===== config.mk =====
export PLATFORM = sky130hd
export DESIGN_NAME = issue_ctrl
export DESIGN_NICKNAME = d
export VERILOG_FILES = /design/src/rtl/cpu_pkg.sv /design/src/rtl/issue_ctrl_scoreboard.sv /design/src/rtl/issue_ctrl.sv
export SDC_FILE = /design/constraint.sdc
export NUM_CORES = 1
export LEC_CHECK = 0
export BUFFER_PORTS_ARGS = -buffer_cell sky130_fd_sc_hd__buf_2
export CAP_MARGIN = 20
export CORE_MARGIN = 2
export CORE_UTILIZATION = 50
export CTS_CLUSTER_DIAMETER = 60
export DETAILED_ROUTE_END_ITERATION = 8
export HOLD_SLACK_MARGIN = 0.02
export PLACE_DENSITY = 0.79
export SYNTH_ARGS = -nofsm -noshare
export SYNTH_HDL_FRONTEND = slang
export SYNTH_SLANG_ARGS = --single-unit

===== constraint.sdc =====
create_clock -name clk -period 5.15 [get_ports clk]
set_input_delay 0.7725 -clock clk [delete_from_list [all_inputs] [get_ports clk]]
set_output_delay 0.7725 -clock clk [all_outputs]
set_load 0.005 [all_outputs]

===== src/rtl/cpu_pkg.sv =====
// Shared CPU definitions: execution-unit encodings, issue FSM states and
// default in-flight depth used by the issue stage and its scoreboard.
package cpu_pkg;

  localparam logic [1:0] UNIT_ALU  = 2'h0;
  localparam logic [1:0] UNIT_NONE = 2'h3;

  localparam logic [0:0] ST_RUN     = 1'b0;
  localparam logic [0:0] ST_WAIT_BR = 1'b1;

  localparam int MAX_INFLIGHT_DEF = 4;

endpackage


===== src/rtl/issue_ctrl_scoreboard.sv =====
// Pending-write mask for the issue stage; a same-cycle set beats a clear,
// and x0 never reads busy.
module issue_ctrl_scoreboard
  import cpu_pkg::*;
(
  input  logic        clk,
  input  logic        rst_n,
  input  logic        flush,
  input  logic        set_en,
  input  logic [4:0]  set_idx,
  input  logic        clr_en,
  input  logic [4:0]  clr_idx,
  output logic [31:0] busy
);

  logic [31:0] set_vec;
  logic [31:0] clr_vec;
  logic [31:0] busy_nxt;

  always_comb begin
    set_vec = '0;
    clr_vec = '0;
    if (set_en) set_vec[set_idx] = 1'b1;
    if (clr_en) clr_vec[clr_idx] = 1'b1;
    busy_nxt    = (busy & ~clr_vec) | set_vec;
    busy_nxt[0] = 1'b0;
  end

  always_ff @(posedge clk) begin
    if (!rst_n || flush) busy <= '0;
    else                 busy <= busy_nxt;
  end

endmodule


===== src/rtl/issue_ctrl.sv =====
// In-order issue control: hazard check against the pending-write mask,
// in-flight limit, branch-wait FSM and a saturating stall counter.
module issue_ctrl
  import cpu_pkg::*;
#(
  parameter int XLEN         = 32,
  parameter int MAX_INFLIGHT = MAX_INFLIGHT_DEF
) (
  input  logic            clk,
  input  logic            rst_n,
  input  logic            dec_valid,
  output logic            dec_ready,
  input  logic [1:0]      dec_unit,
  input  logic [4:0]      dec_rs1,
  input  logic [4:0]      dec_rs2,
  input  logic [4:0]      dec_rd,
  input  logic            dec_use_rs1,
  input  logic            dec_use_rs2,
  input  logic            dec_wr_rd,
  input  logic            dec_jump,
  output logic            iss_valid,
  output logic [1:0]      iss_unit,
  input  logic            iss_ready,
  input  logic            wb_valid,
  input  logic [4:0]      wb_rd,
  input  logic            br_done,
  input  logic            flush,
  output logic [31:0]     busy_o,
  output logic [XLEN-1:0] stall_cnt
);

  localparam int CNT_W = $clog2(MAX_INFLIGHT) + 1;

  logic [0:0]       state;
  logic [CNT_W-1:0] inflight;
  logic [31:0]      busy;
  logic             hazard;
  logic             can_issue;
  logic             issue;
  logic             wb_dec;

  // Hazards use the registered mask only; a writeback frees its register
  // for issue one cycle later.
  assign hazard = (dec_use_rs1 && busy[dec_rs1]) ||
                  (dec_use_rs2 && busy[dec_rs2]) ||
                  (dec_wr_rd   && busy[dec_rd]);

  assign can_issue = rst_n && (state == ST_RUN) && !hazard &&
                     (inflight < CNT_W'(MAX_INFLIGHT)) && iss_ready && !flush;

  assign issue     = dec_valid && can_issue;
  assign dec_ready = can_issue;
  assign iss_valid = issue;
  assign iss_unit  = issue ? dec_unit : UNIT_NONE;
  assign wb_dec    = wb_valid && (inflight != '0);
  assign busy_o    = busy;

  issue_ctrl_scoreboard u_scoreboard (
    .clk     (clk),
    .rst_n   (rst_n),
    .flush   (flush),
    .set_en  (issue && dec_wr_rd && (dec_rd != 5'd0)),
    .set_idx (dec_rd),
    .clr_en  (wb_valid),
    .clr_idx (wb_rd),
    .busy    (busy)
  );

  always_ff @(posedge clk) begin
    if (!rst_n || flush) begin
      inflight <= '0;
      state    <= ST_RUN;
    end else begin
      if (issue && !wb_dec)      inflight <= inflight + 1'b1;
      else if (!issue && wb_dec) inflight <= inflight - 1'b1;

      if (state == ST_RUN && issue && dec_jump) state <= ST_WAIT_BR;
      else if (state == ST_WAIT_BR && br_done)  state <= ST_RUN;
    end
  end

  // Survives flush: it is a performance counter, not pipeline state.
  always_ff @(posedge clk) begin
    if (!rst_n)
      stall_cnt <= '0;
    else if (dec_valid && !can_issue && (stall_cnt != '1))
      stall_cnt <= stall_cnt + 1'b1;
  end

endmodule

==> results of run 1 <==
==> synth_stat cells, types with 8 or more instances <==
cell / number / area share
nor3_1: 15 / 0.019
o21ai_0: 16 / 0.020
a21oi_1: 14 / 0.017
or3_1: 12 / 0.019
dfxtp_1: 67 / 0.33
inv_1: 10 / 0.0093
nand2_1: 28 / 0.026
nand3_1: 31 / 0.038
nand2b_1: 11 / 0.017
nand4_1: 8 / 0.012
o21ai_1: 18 / 0.022
mux2i_1: 35 / 0.086
o211ai_1: 31 / 0.057
nand3b_1: 8 / 0.015
clkbuf_1: 16 / 0.015
nor2_1: 29 / 0.027
mux4_2: 9 / 0.050
nor2b_1: 9 / 0.014
xnor2_1: 16 / 0.035
==> where the power goes <==
part | leakage (uW) | switching, uW | internal [uW]
Combinational | 0.00127 | 69.7 | 39.1
Clock | 0.0000885 | 223 | 223
Sequential | 0.000540 | 3.51 | 520
Total | 0.00190 | 296 | 783
==> layout make-up <==
cell class	count	area, sq um	share of cell area
clock buffers	10	127.6	0.02689
clock inverters	6	66.31	0.01397
inverters	10	37.54	0.007909
multi-input cells	362	2527	0.5326
flip-flops and latches	67	1341	0.2826
well taps	102	127.6	0.02689
repair buffers	102	518.0	0.1091
==> cells by family after synthesis <==
logic type / count (synthesis)
flops: 67
buf+inv: 38
fa+ha+maj: 3
other cells: 1
mux: 47
compound gates: 100
xor+xnor: 18
simple gates: 193
==> metrics by stage <==
stage / std cells / setup slack (ps)
after detailed placement: 643 / 731.5
after CTS: 659 / 931.1
after global routing: 659 / 803.2
after floorplan: 467 / 1269
after global placement: 643 / 891.7
final: 659 / 902.2
==> worst max-delay path, delay by kind of cell <==
kind / cells / cell delay, ps
AND/OR/NAND/NOR: 4 / 840
multiplexers: 1 / 550
buffers and inverters: 2 / 510
AO/OA/AOI/OAI: 2 / 790
==> worst min-delay path by stage <==
stage / endpoint / slack (ps) / depth (start not counted)
floorplan: state$_SDFFE_PP0P_ / 450 / 2
global placement: state$_SDFFE_PP0P_ / 460 / 2
detailed placement: stall_cnt[29]$_SDFFE_PN0P_ / 480 / 2
CTS: stall_cnt[20]$_SDFFE_PN0P_ / 490 / 2
global route: stall_cnt[20]$_SDFFE_PN0P_ / 500 / 2
finish: stall_cnt[20]$_SDFFE_PN0P_ / 490 / 2
==> sequential cells by signal, summed over array words and instances (netlist names) <==
signal             cells
u_scoreboard.busy     31
stall_cnt             32
inflight               3
state                  1
==> placed cells by master (no fill, tap or decap), types with 3 or more instances in the layout <==
cell type,count
o21ai_0,16
o22ai_1,3
or3_1,12
a22oi_1,4
clkbuf_8,9
or2_2,5
o21ai_1,18
nand3b_1,8
xnor2_1,16
a21oi_1,14
or4_4,4
or4_1,3
nor2_1,29
nand4_1,8
and3_1,5
nor3_1,15
and4_1,5
mux2_2,3
clkinvlp_4,3
nand3_1,31
mux4_2,9
mux2i_1,35
o21ai_2,7
o211ai_1,31
or3b_2,5
inv_1,10
dfxtp_1,67
nand2b_1,11
buf_4,3
nor3b_1,3
nand2_1,28
nor4_1,6
buf_2,99
nor4b_1,3
nor2b_1,8
==> metal layers <==
layer,global-route usage,routed length [um],vias up
met5,0,0,-
met4,0.1063,359,0
met3,0.06340,1146,26
met2,0.4470,5623,246
met1,0.3666,4988,1973
li1,-,-,1908
==> flow_summary_export.csv, run 1 <==
group,metric,value,unit
drt,ant_nets,0,
timing,worstMarginPinSlew,815.1,ps
synth,avgSynthCellArea,8.681,sq um
clock_network,max-clock-path-buffers,2,
critical_path,reg2reg_slack,1580,ps
final_layout,post-route-cell-area,0.004746,sq mm
critical_path,rr_worst_depth,13,
final_layout,syn_to_final_growth,17.07,%
timing,drv_slew,0,
clock_network,cts_buffers,9,
grt,grt_usage,0.2793,
synth,synthXorXnorAreaFrac,0.03889,
timing,min_period,4248,ps
timing,fin_skew,7.923,ps
clock_network,post_cts_resized,0,
synth,yosys-mux-area-fraction,0.1448,
die,fp.dieArea,0.008844,sq mm
synth,synthSimpleGateAreaFrac,0.2685,
critical_path,cp_max_fo,18,
placement,place.port_buffers,99,
drt,drt-wirelength-per-cell,18.39,um
synth,synth_top_family_by_area,"simple AND/OR/NAND/NOR gates",
power,power,1079,uW
final_layout,antenna_cells,0,
grt,grt_pass1_vias,3783,
timing,finalSetupViolations,0,
die,rows,32,
critical_path,crit_chain,"buf_2, mux4_2, nor3b_1, nor4_2, o2111ai_1, a222oi_1, nand2_4, or2_2, buf_2",
drt,drc,0,
clock_network,cts_sinks,67,
synth,syn_area,0.004054,sq mm
drt,first_pass_iters,5,
synth,syn_inst,467,
timing,slew_headroom,0.4560,
power,pwr_density_cell,227.5,mW/mm^2
timing,fmax,235.4,MHz
power,p_leak,0.001895,uW
clock_network,cts_setup_buffers,0,
synth,synth_edf_count,0,
placement,place_congestion,0.9403,
clock_network,cts_root_buf,"clkbuf_8",
critical_path,crit_path_max_incr_delay,650,ps
critical_path,crit_required,4380,ps
timing,rsz0062_at_grt,"no",
worst_hold_path,min_path_type,"flip-flop to flip-flop",
clock_network,cts_tree,"built",
drt,first_iter_violations,248,
critical_path,cp-start-kind,"primary input",
synth,ys_seq_elements,67,
final_layout,fin_nets,588,
drt,avgViaCountPerCell,6.302,
drt,wl,12120,um
final_layout,final.fill_count,700,
synth,synth_fa_ha_area_frac,0.01111,
run_status,status,"complete, no violations",
grt,grt_pass1_wl,19290,um
clock_network,clk_pin_slew_worst_paths,80,ps
critical_path,crit_path_top_delay_cell,"a222oi_1",
critical_path,cp-end-kind,"primary output",
grt,globalRoute.totalOverflow,0,
die,core_area,0.007807,sq mm
synth,async_reset_ff_frac,0,
die,die-width,94.05,um
placement,place_area,0.004552,sq mm
worst_hold_path,min-delay-start,"stall_cnt[20]$_SDFFE_PN0P_",
synth,yosysUniqueCellTypes,47,
final_layout,final_core_util,0.6079,
placement,hpwl,8643,um
synth,ys.flop_type,"dfxtp_1",
critical_path,cp-endpoint,"iss_unit[1]",
critical_path,timing.critical_path.mode_cell,"buf_2",
run,max_cap_viol_count,0,
die,initial_core_util,0.5192,
timing,fin_crit_sh,0.8248,
synth,syn-num-nets,503,
die,fp.dieH,94.05,um
clock_network,clock_latency,360,ps
synth,yosys_warnings,0,
clock_network,ctsHoldBuffers,0,
synth,synth_compound_area_frac,0.1586,
critical_path,path_class,"primary input to primary output",
die,boundaryPins,101,
critical_path,regToRegStartpoint,"u_scoreboard.busy[27]$_SDFF_PP0_",
timing,hold_viol_final,0,
synth,yosysSeqAreaShare,0.3309,
grt,antenna_found_initial,0,
timing,fin_hold_ws,486.9,ps
drt,via_count,4153,
critical_path,reg2reg_to,"inflight[2]$_SDFFE_PP0P_",
clock_network,htree_num_levels,3,
power,vdd_drop_max,0.1729,mV
critical_path,critPathLaunch,"dec_rd[1]",
grt,grt_max_degree,37,
timing,setup_tns,0,ps
final_layout,drive_gt1_frac,0.2747,
critical_path,crit_arrival,3480,ps
Note: power is estimated with default switching activity, not from simulation.
==> run 2, diff against run 1 <==
--- a/config.mk
+++ b/config.mk
@@ -5,6 +5,7 @@
 export SDC_FILE = /design/constraint.sdc
 export NUM_CORES = 1
 export LEC_CHECK = 0
+export ABC_AREA = 1
 export BUFFER_PORTS_ARGS = -buffer_cell sky130_fd_sc_hd__buf_2
 export CAP_MARGIN = 20
 export CORE_MARGIN = 2
@@ -12,7 +13,7 @@
 export CTS_CLUSTER_DIAMETER = 60
 export DETAILED_ROUTE_END_ITERATION = 8
 export HOLD_SLACK_MARGIN = 0.02
-export PLACE_DENSITY = 0.79
+export PLACE_DENSITY = 0.8
 export SYNTH_ARGS = -nofsm -noshare
 export SYNTH_HDL_FRONTEND = slang
 export SYNTH_SLANG_ARGS = --single-unit
==> constraint.sdc (replaced) <==
create_clock -name clk -period 3.6 [get_ports clk]
set_input_delay 0.54 -clock clk [delete_from_list [all_inputs] [get_ports clk]]
set_output_delay 0.54 -clock clk [all_outputs]
set_load 0.005 [all_outputs]
==> run 2 against run 1 <==
Design area grew 15%. Die area grew 17%. Setup slack lost 280 ps. Largest power group unchanged.
==> flow_summary_export.csv, run 2 <==
group,metric,value,unit
critical_path,cp-end-kind,"primary output",
synth,synth_edf_count,0,
power,p_leak,0.002386,uW
synth,yosysUniqueCellTypes,32,
placement,place_congestion,0.9661,
final_layout,finalNonFillerCells,1007,
drt,wl,14810,um
grt,grt_pass1_vias,4605,
power,vdd_drop_max,0.1804,mV
synth,ys_seq_elements,67,
drt,via_count,5473,
critical_path,crit_required,3060,ps
grt,grt_pass1_wl,23260,um
die,fp.dieH,101.8,um
critical_path,crit_arrival,2440,ps
power,comb_power_share,0.112,
drt,drc,0,
synth,yosysTopAreaCellShare,0.2802,
synth,synth_common_cells,"251 x nand2_1, 84 x nand3_1, 80 x inv_1, 67 x dfxtp_1, 66 x a21oi_1",
drt,first_pass_iters,5,
clock_network,cts_root_buf,"clkbuf_8",
final_layout,fin_nets,909,
timing,drv_slew,0,
timing,worstMarginPinSlew,1018,ps
placement,place.port_buffers,99,
timing,fin_skew,11.72,ps
clock_network,cts_buffers,9,
clock_network,clock_latency,350,ps
power,pwr_density_cell,287.5,mW/mm^2
final_layout,reg.largest.list,"stall_cnt: 32 flops, u_scoreboard.busy: 31 flops, inflight: 3 flops",
final_layout,drive_gt1_frac,0.1697,
final_layout,syn_to_final_growth,14.40,%
power,clkPwrFrac,0.413,
timing,hold_viol_final,0,
clock_network,ctsHoldBuffers,0,
timing,slew_headroom,0.3204,
timing,rsz0062_at_grt,"no",
timing,fmax,335.9,MHz
critical_path,cp_max_fo,20,
die,initial_core_util,0.5156,
power,p_sw_frac,0.2910,
synth,yosys_warnings,0,
timing,setup_tns,0,ps
clock_network,cts_tree,"built",
placement,pre_cts_ws,351.4,ps
final_layout,final_cell_mix,"251 x nand2_1, 99 x buf_2, 84 x nand3_1",
synth,ys.flop_type,"dfxtp_1",
placement,hpwl,10740,um
final_layout,antenna_cells,0,
placement,place_inst,991,
synth,synth_most_common_cell,"nand2_1",
grt,antenna_found_initial,0,
drt,avgViaCountPerCell,5.435,
synth,avgSynthCellArea,6.075,sq um
worst_hold_path,min_path_type,"primary input to flip-flop",
drt,first_iter_violations,511,
clock_network,post_cts_resized,0,
run,max_cap_viol_count,0,
final_layout,largest_reg_flops,32,
clock_network,cts_setup_buffers,0,
grt,grt_usage,0.2863,
synth,synth_area_leaders,"dfxtp_1 28%, nand2_1 20%, nand3_1 8.8%, a21oi_1 6.9%, inv_1 6.3%",
clock_network,max-clock-path-buffers,2,
synth,syn_inst,788,
drt,drt-wirelength-per-cell,14.71,um
synth,syn_area,0.004787,sq mm
clock_network,clk_pin_slew_worst_paths,80,ps
synth,async_reset_ff_frac,0,
clock_network,htree_num_levels,3,
die,boundaryPins,101,
power,seq_power_share,0.475,
final_layout,largest_register,"stall_cnt",
final_layout,mostFrequentLayoutCell,"nand2_1",
power,internal_power,1116,uW
synth,syn-num-nets,824,
final_layout,final.fill_count,976,
grt,globalRoute.totalOverflow,0,
timing,fin_crit_sh,0.8269,
die,core_area,0.009284,sq mm
timing,min_period,2977,ps
die,fp.dieArea,0.01037,sq mm
synth,yosysSeqAreaShare,0.2802,
timing,finalSetupViolations,0,
critical_path,path_class,"primary input to primary output",
drt,ant_nets,0,
synth,synth.largest_area_cell,"dfxtp_1",
power,p_sw,458.3,uW
die,rows,35,
timing,fin_ws,623.1,ps
run_status,status,"complete, no violations",
clock_network,cts_sinks,67,
die,die-width,101.8,um
critical_path,cp-start-kind,"primary input",
power,power,1575,uW
grt,grt_max_degree,38,
run 2: metal layers:
metal	vias up	track usage	wire length, um
met2	281	0.4140	6187
met3	24	0.06156	1600
li1	2708	-	-
met4	0	0.07590	235
met5	-	0	0
met1	2460	0.4309	6789
run 2: power groups by stage:
stage          sequential, uW  combinational, uW  clock, uW
4_1_cts                   748                174        656
5_1_grt                   748                196        689
3_3_place_gp              765                172          0
2_1_floorplan             764                122          0
6_report                  748                177        650
3_5_place_dp              765                172          0
run 2: worst max-delay path: stages:
cell     delay (ps)
buf_2           320
inv_2           210
nand2_1         100
nand2_1          50
nand2_1          50
nand2_1          50
nand2_1          60
nand2_1          50
nor2_1          100
nand2_1          80
a21oi_2         160
nand4_2         200
or2_2           340
buf_2           130
run 2: through the flow:
stage / hold WS (ps) / instance area, sq um / utilization
2_1_floorplan: 443.2 / 4787 / -
3_3_place_gp: 453.4 / 5276 / 0.5683
3_5_place_dp: 463.9 / 5276 / 0.5683
4_1_cts: 428.1 / 5477 / 0.5899
5_1_grt: 447.5 / 5477 / 0.5899
6_report: 435.9 / 5477 / 0.5899
run 2: final cells by class:
type | count | area [sq um] | share of cell area
Multi-Input combinational cell | 607 | 2927 | 0.5344
Sequential cell | 67 | 1341 | 0.2449
Timing Repair Buffer | 103 | 525.5 | 0.09596
Inverter | 85 | 321.6 | 0.05872
Tap cell | 129 | 161.4 | 0.02947
Clock buffer | 9 | 123.9 | 0.02262
Clock inverter | 7 | 76.32 | 0.01394
run 2: cells by family after synthesis:
kind of cell               after synthesis  share of synthesized area
buffers and inverters                  114                     0.1085
other                                    1                  0.0007834
xor gates and xnor gates                27                    0.04940
and+or+nand+nor                        466                     0.4354
AOI/OAI and AO/OA                      110                     0.1163
adders and majority gates                3                   0.009409
DFF                                     67                     0.2802
run 2: final timing paths:
| path | startpoint | endpoint | slack [ps] | cells past startpoint |
|---|---|---|---|---|
| setup reg to reg | u_scoreboard.busy[31]$_SDFF_PP0_ | inflight[2]$_SDFFE_PP0P_ | 970 | 16 |
| hold / removal | dec_jump | state$_SDFFE_PP0P_ | 440 | 3 |
| setup / recovery | dec_rd[0] | iss_unit[0] | 620 | 14 |
| hold reg to reg | state$_SDFFE_PP0P_ | state$_SDFFE_PP0P_ | 470 | 2 |
